`src/rtl/mem_access_pkg.sv`:
```
// Shared definitions for the MEM-stage load/store controller.
// Holds the request size codes, the FSM state encoding, the lane width and
// an alignment helper used by the top level.
package mem_access_pkg;

    localparam int unsigned LANE_W = 8;
    localparam int unsigned DATA_W = 32;
    localparam int unsigned HALF_W = 2 * LANE_W;

    localparam logic [1:0] SIZE_BYTE = 2'b00;
    localparam logic [1:0] SIZE_HALF = 2'b01;
    localparam logic [1:0] SIZE_WORD = 2'b10;
    localparam logic [1:0] SIZE_ILL  = 2'b11;

    typedef enum logic [2:0] {
        ST_IDLE  = 3'd0,
        ST_READ  = 3'd1,
        ST_MERGE = 3'd2,
        ST_WRITE = 3'd3,
        ST_DONE  = 3'd4
    } state_e;

    // True when the request cannot be served: misaligned half/word or illegal size.
    function automatic logic is_bad_access(input logic [1:0] size, input logic [1:0] addr_lo);
        logic bad;
        case (size)
            SIZE_BYTE: bad = 1'b0;
            SIZE_HALF: bad = addr_lo[0];
            SIZE_WORD: bad = |addr_lo;
            default:   bad = 1'b1;
        endcase
        return bad;
    endfunction

endpackage

```
`src/rtl/mem_lane_align.sv`:
```
// Combinational lane steering between a memory word and a sub-word request.
// Ports:
//   addr_lo_i        byte offset within the word
//   size_i           request size code
//   uns_i            1 = zero-extend loads, 0 = sign-extend
//   rword_i          word read from memory
//   wdata_i          store data (lane taken from the low bits)
//   load_data_c_o    extracted and extended load result
//   merge_data_c_o   read word with the target lane replaced (full wdata for word size)
module mem_lane_align
    import mem_access_pkg::*;
(
    input  logic [1:0]        addr_lo_i,
    input  logic [1:0]        size_i,
    input  logic              uns_i,
    input  logic [DATA_W-1:0] rword_i,
    input  logic [DATA_W-1:0] wdata_i,
    output logic [DATA_W-1:0] load_data_c_o,
    output logic [DATA_W-1:0] merge_data_c_o
);

    logic [LANE_W-1:0] lane_b;
    logic [HALF_W-1:0] lane_h;
    logic              sx_b;
    logic              sx_h;

    // Little-endian lane selection from the read word.
    always_comb begin
        lane_b = rword_i[LANE_W-1:0];
        case (addr_lo_i)
            2'd0:    lane_b = rword_i[7:0];
            2'd1:    lane_b = rword_i[15:8];
            2'd2:    lane_b = rword_i[23:16];
            default: lane_b = rword_i[31:24];
        endcase
        lane_h = addr_lo_i[1] ? rword_i[31:16] : rword_i[15:0];
        sx_b   = ~uns_i & lane_b[LANE_W-1];
        sx_h   = ~uns_i & lane_h[HALF_W-1];
    end

    // Load extension.
    always_comb begin
        load_data_c_o = rword_i;
        case (size_i)
            SIZE_BYTE: load_data_c_o = {{(DATA_W-LANE_W){sx_b}}, lane_b};
            SIZE_HALF: load_data_c_o = {{(DATA_W-HALF_W){sx_h}}, lane_h};
            default:   load_data_c_o = rword_i;
        endcase
    end

    // Store merge: only the addressed lane changes.
    always_comb begin
        merge_data_c_o = rword_i;
        case (size_i)
            SIZE_BYTE: begin
                case (addr_lo_i)
                    2'd0:    merge_data_c_o[7:0]   = wdata_i[7:0];
                    2'd1:    merge_data_c_o[15:8]  = wdata_i[7:0];
                    2'd2:    merge_data_c_o[23:16] = wdata_i[7:0];
                    default: merge_data_c_o[31:24] = wdata_i[7:0];
                endcase
            end
            SIZE_HALF: begin
                if (addr_lo_i[1]) merge_data_c_o[31:16] = wdata_i[15:0];
                else              merge_data_c_o[15:0]  = wdata_i[15:0];
            end
            default: merge_data_c_o = wdata_i;
        endcase
    end

endmodule

```
`src/rtl/mem_access_unit.sv`:
```
// MEM-stage load/store controller in front of a word-wide data memory.
// Turns byte/half/word requests into single-cycle read/write strobes, doing
// read-modify-write for sub-word stores and lane extract/extend for loads.
// Ports:
//   i_clk, i_rst_n            clock, async active-low reset
//   i_req..i_wdata            request (sampled only in IDLE)
//   o_busy, o_done, o_err     pipeline handshake / status
//   o_rdata                   extended load result, held until the next load
//   o_mem_read/_write/_addr/_wdata, i_mem_data   data memory interface
module mem_access_unit
    import mem_access_pkg::*;
#(
    parameter int unsigned B = 32,
    parameter int unsigned W = 2
) (
    input  logic           i_clk,
    input  logic           i_rst_n,
    input  logic           i_req,
    input  logic           i_we,
    input  logic [1:0]     i_size,
    input  logic           i_unsigned,
    input  logic [W+1:0]   i_addr,
    input  logic [B-1:0]   i_wdata,
    output logic           o_busy,
    output logic           o_done,
    output logic           o_err,
    output logic [B-1:0]   o_rdata,
    output logic           o_mem_read,
    output logic           o_mem_write,
    output logic [W-1:0]   o_mem_addr,
    output logic [B-1:0]   o_mem_wdata,
    input  logic [B-1:0]   i_mem_data
);

    if (B != 32) begin : g_width_check
        $error("mem_access_unit: only B=32 is supported");
    end

    state_e       state_q, state_d;
    logic         we_q, we_d;
    logic [1:0]   size_q, size_d;
    logic         uns_q, uns_d;
    logic [W+1:0] addr_q, addr_d;
    logic [B-1:0] wdata_q, wdata_d;
    logic [B-1:0] rdata_q, rdata_d;
    logic [B-1:0] mwdata_q, mwdata_d;
    logic         err_q, err_d;
    logic         busy_q, done_q, rd_q, wr_q;

    logic [B-1:0] load_data_c;
    logic [B-1:0] merge_data_c;

    mem_lane_align u_align (
        .addr_lo_i      (addr_q[1:0]),
        .size_i         (size_q),
        .uns_i          (uns_q),
        .rword_i        (i_mem_data),
        .wdata_i        (wdata_q),
        .load_data_c_o  (load_data_c),
        .merge_data_c_o (merge_data_c)
    );

    // Next-state, request latch and result updates.
    always_comb begin
        state_d  = state_q;
        we_d     = we_q;
        size_d   = size_q;
        uns_d    = uns_q;
        addr_d   = addr_q;
        wdata_d  = wdata_q;
        rdata_d  = rdata_q;
        mwdata_d = mwdata_q;
        err_d    = err_q;

        case (state_q)
            ST_IDLE: begin
                if (i_req) begin
                    we_d    = i_we;
                    size_d  = i_size;
                    uns_d   = i_unsigned;
                    addr_d  = i_addr;
                    wdata_d = i_wdata;
                    err_d   = 1'b0;
                    if (is_bad_access(i_size, i_addr[1:0])) begin
                        err_d   = 1'b1;
                        state_d = ST_DONE;
                    end else if (i_we && (i_size == SIZE_WORD)) begin
                        mwdata_d = i_wdata;
                        state_d  = ST_WRITE;
                    end else begin
                        state_d = ST_READ;
                    end
                end
            end
            ST_READ:  state_d = ST_MERGE;
            ST_MERGE: begin
                // Memory data is only valid in this cycle.
                if (we_q) begin
                    mwdata_d = merge_data_c;
                    state_d  = ST_WRITE;
                end else begin
                    rdata_d = load_data_c;
                    state_d = ST_DONE;
                end
            end
            ST_WRITE: state_d = ST_DONE;
            ST_DONE:  state_d = ST_IDLE;
            default:  state_d = ST_IDLE;
        endcase
    end

    // State, latch and registered outputs (strobes follow the next state).
    always_ff @(posedge i_clk or negedge i_rst_n) begin
        if (!i_rst_n) begin
            state_q  <= ST_IDLE;
            we_q     <= 1'b0;
            size_q   <= SIZE_BYTE;
            uns_q    <= 1'b0;
            addr_q   <= '0;
            wdata_q  <= '0;
            rdata_q  <= '0;
            mwdata_q <= '0;
            err_q    <= 1'b0;
            busy_q   <= 1'b0;
            done_q   <= 1'b0;
            rd_q     <= 1'b0;
            wr_q     <= 1'b0;
        end else begin
            state_q  <= state_d;
            we_q     <= we_d;
            size_q   <= size_d;
            uns_q    <= uns_d;
            addr_q   <= addr_d;
            wdata_q  <= wdata_d;
            rdata_q  <= rdata_d;
            mwdata_q <= mwdata_d;
            err_q    <= err_d;
            busy_q   <= (state_d != ST_IDLE);
            done_q   <= (state_d == ST_DONE);
            rd_q     <= (state_d == ST_READ);
            wr_q     <= (state_d == ST_WRITE);
        end
    end

    assign o_busy      = busy_q;
    assign o_done      = done_q;
    assign o_err       = err_q;
    assign o_rdata     = rdata_q;
    assign o_mem_read  = rd_q;
    assign o_mem_write = wr_q;
    assign o_mem_addr  = addr_q[W+1:2];
    assign o_mem_wdata = mwdata_q;

endmodule

```
`config.mk`:
```
export PLATFORM = sky130hd
export DESIGN_NAME = mem_access_unit
export DESIGN_NICKNAME = d
export VERILOG_FILES = /design/src/rtl/mem_access_pkg.sv /design/src/rtl/mem_lane_align.sv /design/src/rtl/mem_access_unit.sv
export SDC_FILE = /design/constraint.sdc
export NUM_CORES = 1
export LEC_CHECK = 0
export CORE_MARGIN = 1.5
export CORE_UTILIZATION = 47
export CTS_BUF_LIST = sky130_fd_sc_hd__clkbuf_4 sky130_fd_sc_hd__clkbuf_8
export DETAILED_ROUTE_END_ITERATION = 8
export PLACE_DENSITY_LB_ADDON = 0.25
export SLEW_MARGIN = 10
export SYNTH_ARGS = -nofsm -noshare
export SYNTH_HDL_FRONTEND = slang
export SYNTH_SLANG_ARGS = --single-unit
```
`constraint.sdc`:
```
create_clock -name i_clk -period 2 [get_ports i_clk]
set_clock_uncertainty 0.05 [all_clocks]
set_input_delay 0.4 -clock i_clk [delete_from_list [all_inputs] [get_ports i_clk]]
set_output_delay 0.4 -clock i_clk [all_outputs]
set_load 0.1 [all_outputs]
```
Word level (Yosys, flattened, before mapping)
Index checks and enable logic that the tools add are counted.

Flip-flop bits (word level): 112. Memory bits (writable): 0. ROM bits: 0. Bits of input ports: 75. Output and inout bits: 71. Word-level logic and storage cells: 68. Latch bits: 0. Memories kept: 0.

Mux-type cells: 24. Bitwise operators: 4. Div/mod/pow operators: 0. Magnitude comparators: 0. Add/sub/neg operators: 0. Shift-type cells: 0. Multiply operators: 0. Equality and inequality tests: 15. Reductions and logical operators: 12.

Operator list (count): case mux 32 bit (2 select lines) (3); 2-to-1 mux 32 bit (4); 2-to-1 mux 16 bit (3); 2-to-1 mux 8 bit (4); case mux 8 bit (3 select lines) (1); case mux 3 bit (4 select lines) (1); equality test 3 x 2 -> 1 bit (second input constant) (3); 2-to-1 mux 3 bit (3); != test 2 bit (second input constant) (4); equality test 2 x 1 -> 1 bit (second input constant) (3); equality test 3 x 1 -> 1 bit (second input constant) (2); zero test 2 bit (3); AND reduction 5 bit (1); equality test 2 bit (second input constant) (2); AND reduction 2 bit (2); equality test 3 bit (second input constant) (1); zero test 3 bit (1); 2-to-1 mux 1 bit (3); case mux 1 bit (3 select lines) (1); nonzero test 3 bit (1); OR reduction 3 bit (1); AND 1 bit (2); 2-to-1 mux 2 bit (1); NOT 1 bit (2); 3 further kinds (3).

Logic depth before layout (Yosys ltp)
Depth after elaboration: 8. Gate-level depth with buffers: 8. Mapped depth without buffers: 5.

Modules after synthesis
A second synthesis with hierarchy kept.

Cell total of the unflattened synthesis: 541. Area, all modules: 6561.3 um^2.

By module, submodules not included: mem_access_unit (seq. area each 2802.7 um^2, cells an instance 290, times used 1, area each 4633.2 um^2); mem_lane_align (seq. area each 0.0 um^2, cells an instance 251, times used 1, area each 1928.1 um^2).

Worst setup path after synthesis
Ideal clock, no wire load.

Kind: register -> register. Start: register state_q[2]. End: register mwdata_q[11] (netlist: o_mem_wdata[11]). Slack: 0.048 ns. Cell stages (with the launch flop): 8. Library setup time: 0.104 ns. Required time: 1.846 ns. Data arrival time: 1.799 ns. Buffers on the path: 3. Cells stage by stage: dfrtp_1 > buf_2 > nor4b_4 > and4_1 > buf_2 > nor2_2 > buf_6 > o41ai_2.

Cells in the longest elaborated chain, start to end: 3. Elaborated cells on any way between the ends: 9. Classes of those cells: 5 x eq/ne; 1 x mux; 3 x reduce/logical.

Ends and longest elaborated chain: start: declaration (line mem_access_unit.sv:39) `state_e state_q, state_d;`; start signal: assignment (line mem_access_unit.sv:129) `state_q <= state_d;`; equality test 3 x 2 -> 1 bit or zero test 3 bit (tied branches) (line mem_access_unit.sv:75) `case (state_q)`; != test 2 bit (no source line) or nonzero test 2 bit (tied branches); AND reduction 5 bit (no source line); end signal: assignment (line mem_access_unit.sv:136) `mwdata_q <= mwdata_d;`; end: declaration (line mem_access_unit.sv:46) `logic [B-1:0] mwdata_q, mwdata_d;`.

Several ways; a longest one is shown, not always the timed one. A chain may end at the register's enable or synchronous reset.

Worst setup path in the final report
Start: input port i_mem_data[23]. End: register rdata_q[25] (netlist: o_rdata[25]).

Cells in the longest elaborated chain, start to end: 3.

Ends and longest elaborated chain: start: declaration (line mem_access_unit.sv:32) `input logic [B-1:0] i_mem_data`; case mux 8 bit (3 select lines) (line mem_lane_align.sv:30) `case (addr_lo_i)`; AND 1 bit (line mem_lane_align.sv:37) `sx_b = ~uns_i & lane_b[LANE_W-1];`; case mux 32 bit (2 select lines) (line mem_lane_align.sv:44) `case (size_i)`; end signal: assignment (line mem_access_unit.sv:135) `rdata_q <= rdata_d;`; end: declaration (line mem_access_unit.sv:45) `logic [B-1:0] rdata_q, rdata_d;`.

No other way between the ends.

==> impl_metrics.tcl <==
set metrics [dict create \
    period_share 0.969 \
    layout_commonest_cell "nand2_1" \
    core_um2 12700 \
    drive_gt1_frac 0.236 \
    wirelength_mm 21.2 \
    fin_nets 937 \
    ys_seq_area_frac 0.452 \
    clkTransAtPathRegs_ns 0.11 \
    r2r_slack_ns 0.06 \
    die_h_um 118 \
    dp.cells 1018 \
    cts_htree_levels 3 \
    syn_area_per_cell_um2 8.91 \
    root_buffer "clkbuf_8" \
    ant_nets 0 \
    status "completed" \
    drc 0 \
    area_delta_synth_final_pct 41.1 \
    max_stage_delay_ns 0.49 \
    setup_viol 0 \
    syn_nets 770 \
    cts.sinks 112 \
    finalWorstPathRequiredPeriod_ns 1.94 \
    cts_tree "yes" \
    core.rowCount 41 \
    final_cell_mix "nand2_1 (155), buf_4 (114), dfrtp_1 (106)" \
    wl_per_cell_um 20.4 \
    ys_warn_count 0 \
    hold_violations 0 \
    netlist_area_um2 6190 \
    worst-setup-path-type "in -> reg" \
    crit_arrival_ns 2.17 \
    synth-compound-area-share 0.226 \
    fmaxAchievable_mhz 516 \
    dieArea_um2 13900 \
    drtIter0Drc 697 \
    critPathCaptureType "register" \
    synth_cell_types 56 \
    synthFlopType "dfrtp_1" \
    slew_viol_final 0 \
    first_pass_iters 5 \
    synth_adder_area_share 0 \
    synth-async-reset-ratio 1.00 \
    antenna_found_initial 0 \
    grt_pass1_wl_mm 33.2 \
    relSlewSlack 0.524 \
    cp.required_ns 2.23 \
    synth.area.mux_share 0.0376 \
    overflow 0 \
    synth_cells 695 \
    rsz0062_at_grt "false" \
    yosys.area_share.xor_xnor 0 \
    clockBufferDepth 2 \
    max_cap_viol_count 0 \
    worstMarginPinSlew_ns 0.713 \
    vias 6321 \
    grt_start_max_net_pins 67 \
    port_buffers 145 \
    cp-start-kind "input port" \
    gp_congestion 0.931 \
    crit_chain "clkdlybuf4s50_1, mux4_2, and2_1, o211ai_1, buf_4, nand3_1" \
    stdcell_count 1039 \
    track_usage 0.302 \
    hpwl_mm 15.3 \
    grt_pass1_vias 6104 \
    ios 146 \
    ys_ff_latch 112 \
    cts_buffers 9 \
    post_drt_via_cell_ratio 6.08 \
    die_w_um 118 \
    antenna_cells 0 \
    synth_edf_count 0 \
    critical_path.max_fanout 9 \
    initial_utilization 0.487 \
    synth_simple_gate_area_frac 0.232 \
    synth_top_family_by_area "simple AND/OR/NAND/NOR gates" \
    hp-class "in -> async" \
    slowest_stage "mux4_2" \
    clkLatencyLatePin_ns 0.39 \
]
## cell usage after synthesis (7+ instances only)
cell type	number	area share
a211o_1	22	0.031
a21oi_1	29	0.023
a221oi_1	14	0.020
a32oi_1	10	0.014
a41oi_1	7	0.0099
and3_1	8	0.0081
and3b_1	7	0.0099
buf_2	11	0.0089
clkbuf_1	48	0.029
dfrtp_1	112	0.45
mux2i_1	21	0.034
nand2_1	155	0.094
nand3_1	65	0.053
nor2_1	27	0.016
nor2b_1	13	0.013
nor3_1	10	0.0081
o21ai_0	30	0.024
o311a_1	10	0.016
o41ai_2	12	0.032
## what timing repair did
item | 4_1_cts | 5_1_grt
buffers inserted | 0 | 2
pin swaps | 1 | 3
gates cloned | 1 | 1
hold buffers | 1 | 0
endpoints found under the setup margin | 58 | 73
gates resized for setup | 7 | 23
hold endpoints to repair | 69 | 0
## metal layers
metal / track usage / routed length (um) / up-vias / part of all wire
li1: - / - / 2859 / -
met1: 0.425 / 9070 / 3094 / 0.43
met2: 0.482 / 10100 / 336 / 0.48
met3: 0.0562 / 1610 / 32 / 0.076
met4: 0.0793 / 384 / 0 / 0.018
met5: 0 / 0 / - / 0
## final timing paths
check	startpoint	to	depth (start not counted)
worst max-delay path	i_mem_data[23]	o_rdata[25]$_DFFE_PN0P_	6
max in group asynchronous	i_rst_n	addr_q[0]$_DFFE_PN0P_	3
worst max register to register	addr_q[0]$_DFFE_PN0P_	o_rdata[25]$_DFFE_PN0P_	5
min in group i_clk	i_mem_data[7]	o_rdata[7]$_DFFE_PN0P_	3
worst min-delay path	i_rst_n	o_mem_write$_DFF_PN0_	2
worst min register to register	wdata_q[20]$_DFFE_PN0P_	wdata_q[20]$_DFFE_PN0P_	2
## per-stage QoR
stage                      util   TNS, ns  setup WS (ns)  hold slack [ns]  area [um^2]
after floorplan               -         0         0.0475           0.0544         6190
after global placement    0.658    -29.08         -0.839            0.158         8380
after detailed placement  0.658    -32.58         -0.925            0.156         8380
after CTS                 0.677  -0.00178       -0.00178            0.283         8620
after global routing      0.687         0        0.00178            0.278         8740
final                     0.687         0         0.0623            0.279         8740
## worst max-delay path: cells and delay by family
family	cells	cell delay, ns
compound gates	1	0.29
buf+inv	2	0.70
mux	1	0.49
simple gates	2	0.28
## logic make-up (layout without fill, tap and decap cells)
kind of cell           count (synthesis)  after routing
and+or+nand+nor                      308            309
muxes                                 22             22
buffers and inverters                 75            246
AOI/OAI and AO/OA                    178            178
DFF                                  112            112
## flip-flops by register name, summed over array words and instances (netlist names)
name,flops
addr_q,4
state_q,3
uns_q,1
size_q,2
o_busy,1
o_rdata,32
we_q,1
o_mem_wdata,32
o_mem_read,1
o_err,1
o_done,1
o_mem_write,1
wdata_q,32
## layout make-up
| class | instances | area [um^2] |
|---|---|---|
| well taps | 172 | 215 |
| multi-input cells | 509 | 3150 |
| clock inverters | 6 | 67.6 |
| clock buffers | 10 | 131 |
| flip-flops and latches | 112 | 2810 |
| repair buffers | 225 | 2340 |
| inverters | 5 | 18.8 |
| fillers | 1042 | 3980 |
Power is left out: the tool's default activity adds up to more than one toggle a clock period on the data nets, which glitch-free logic cannot reach.
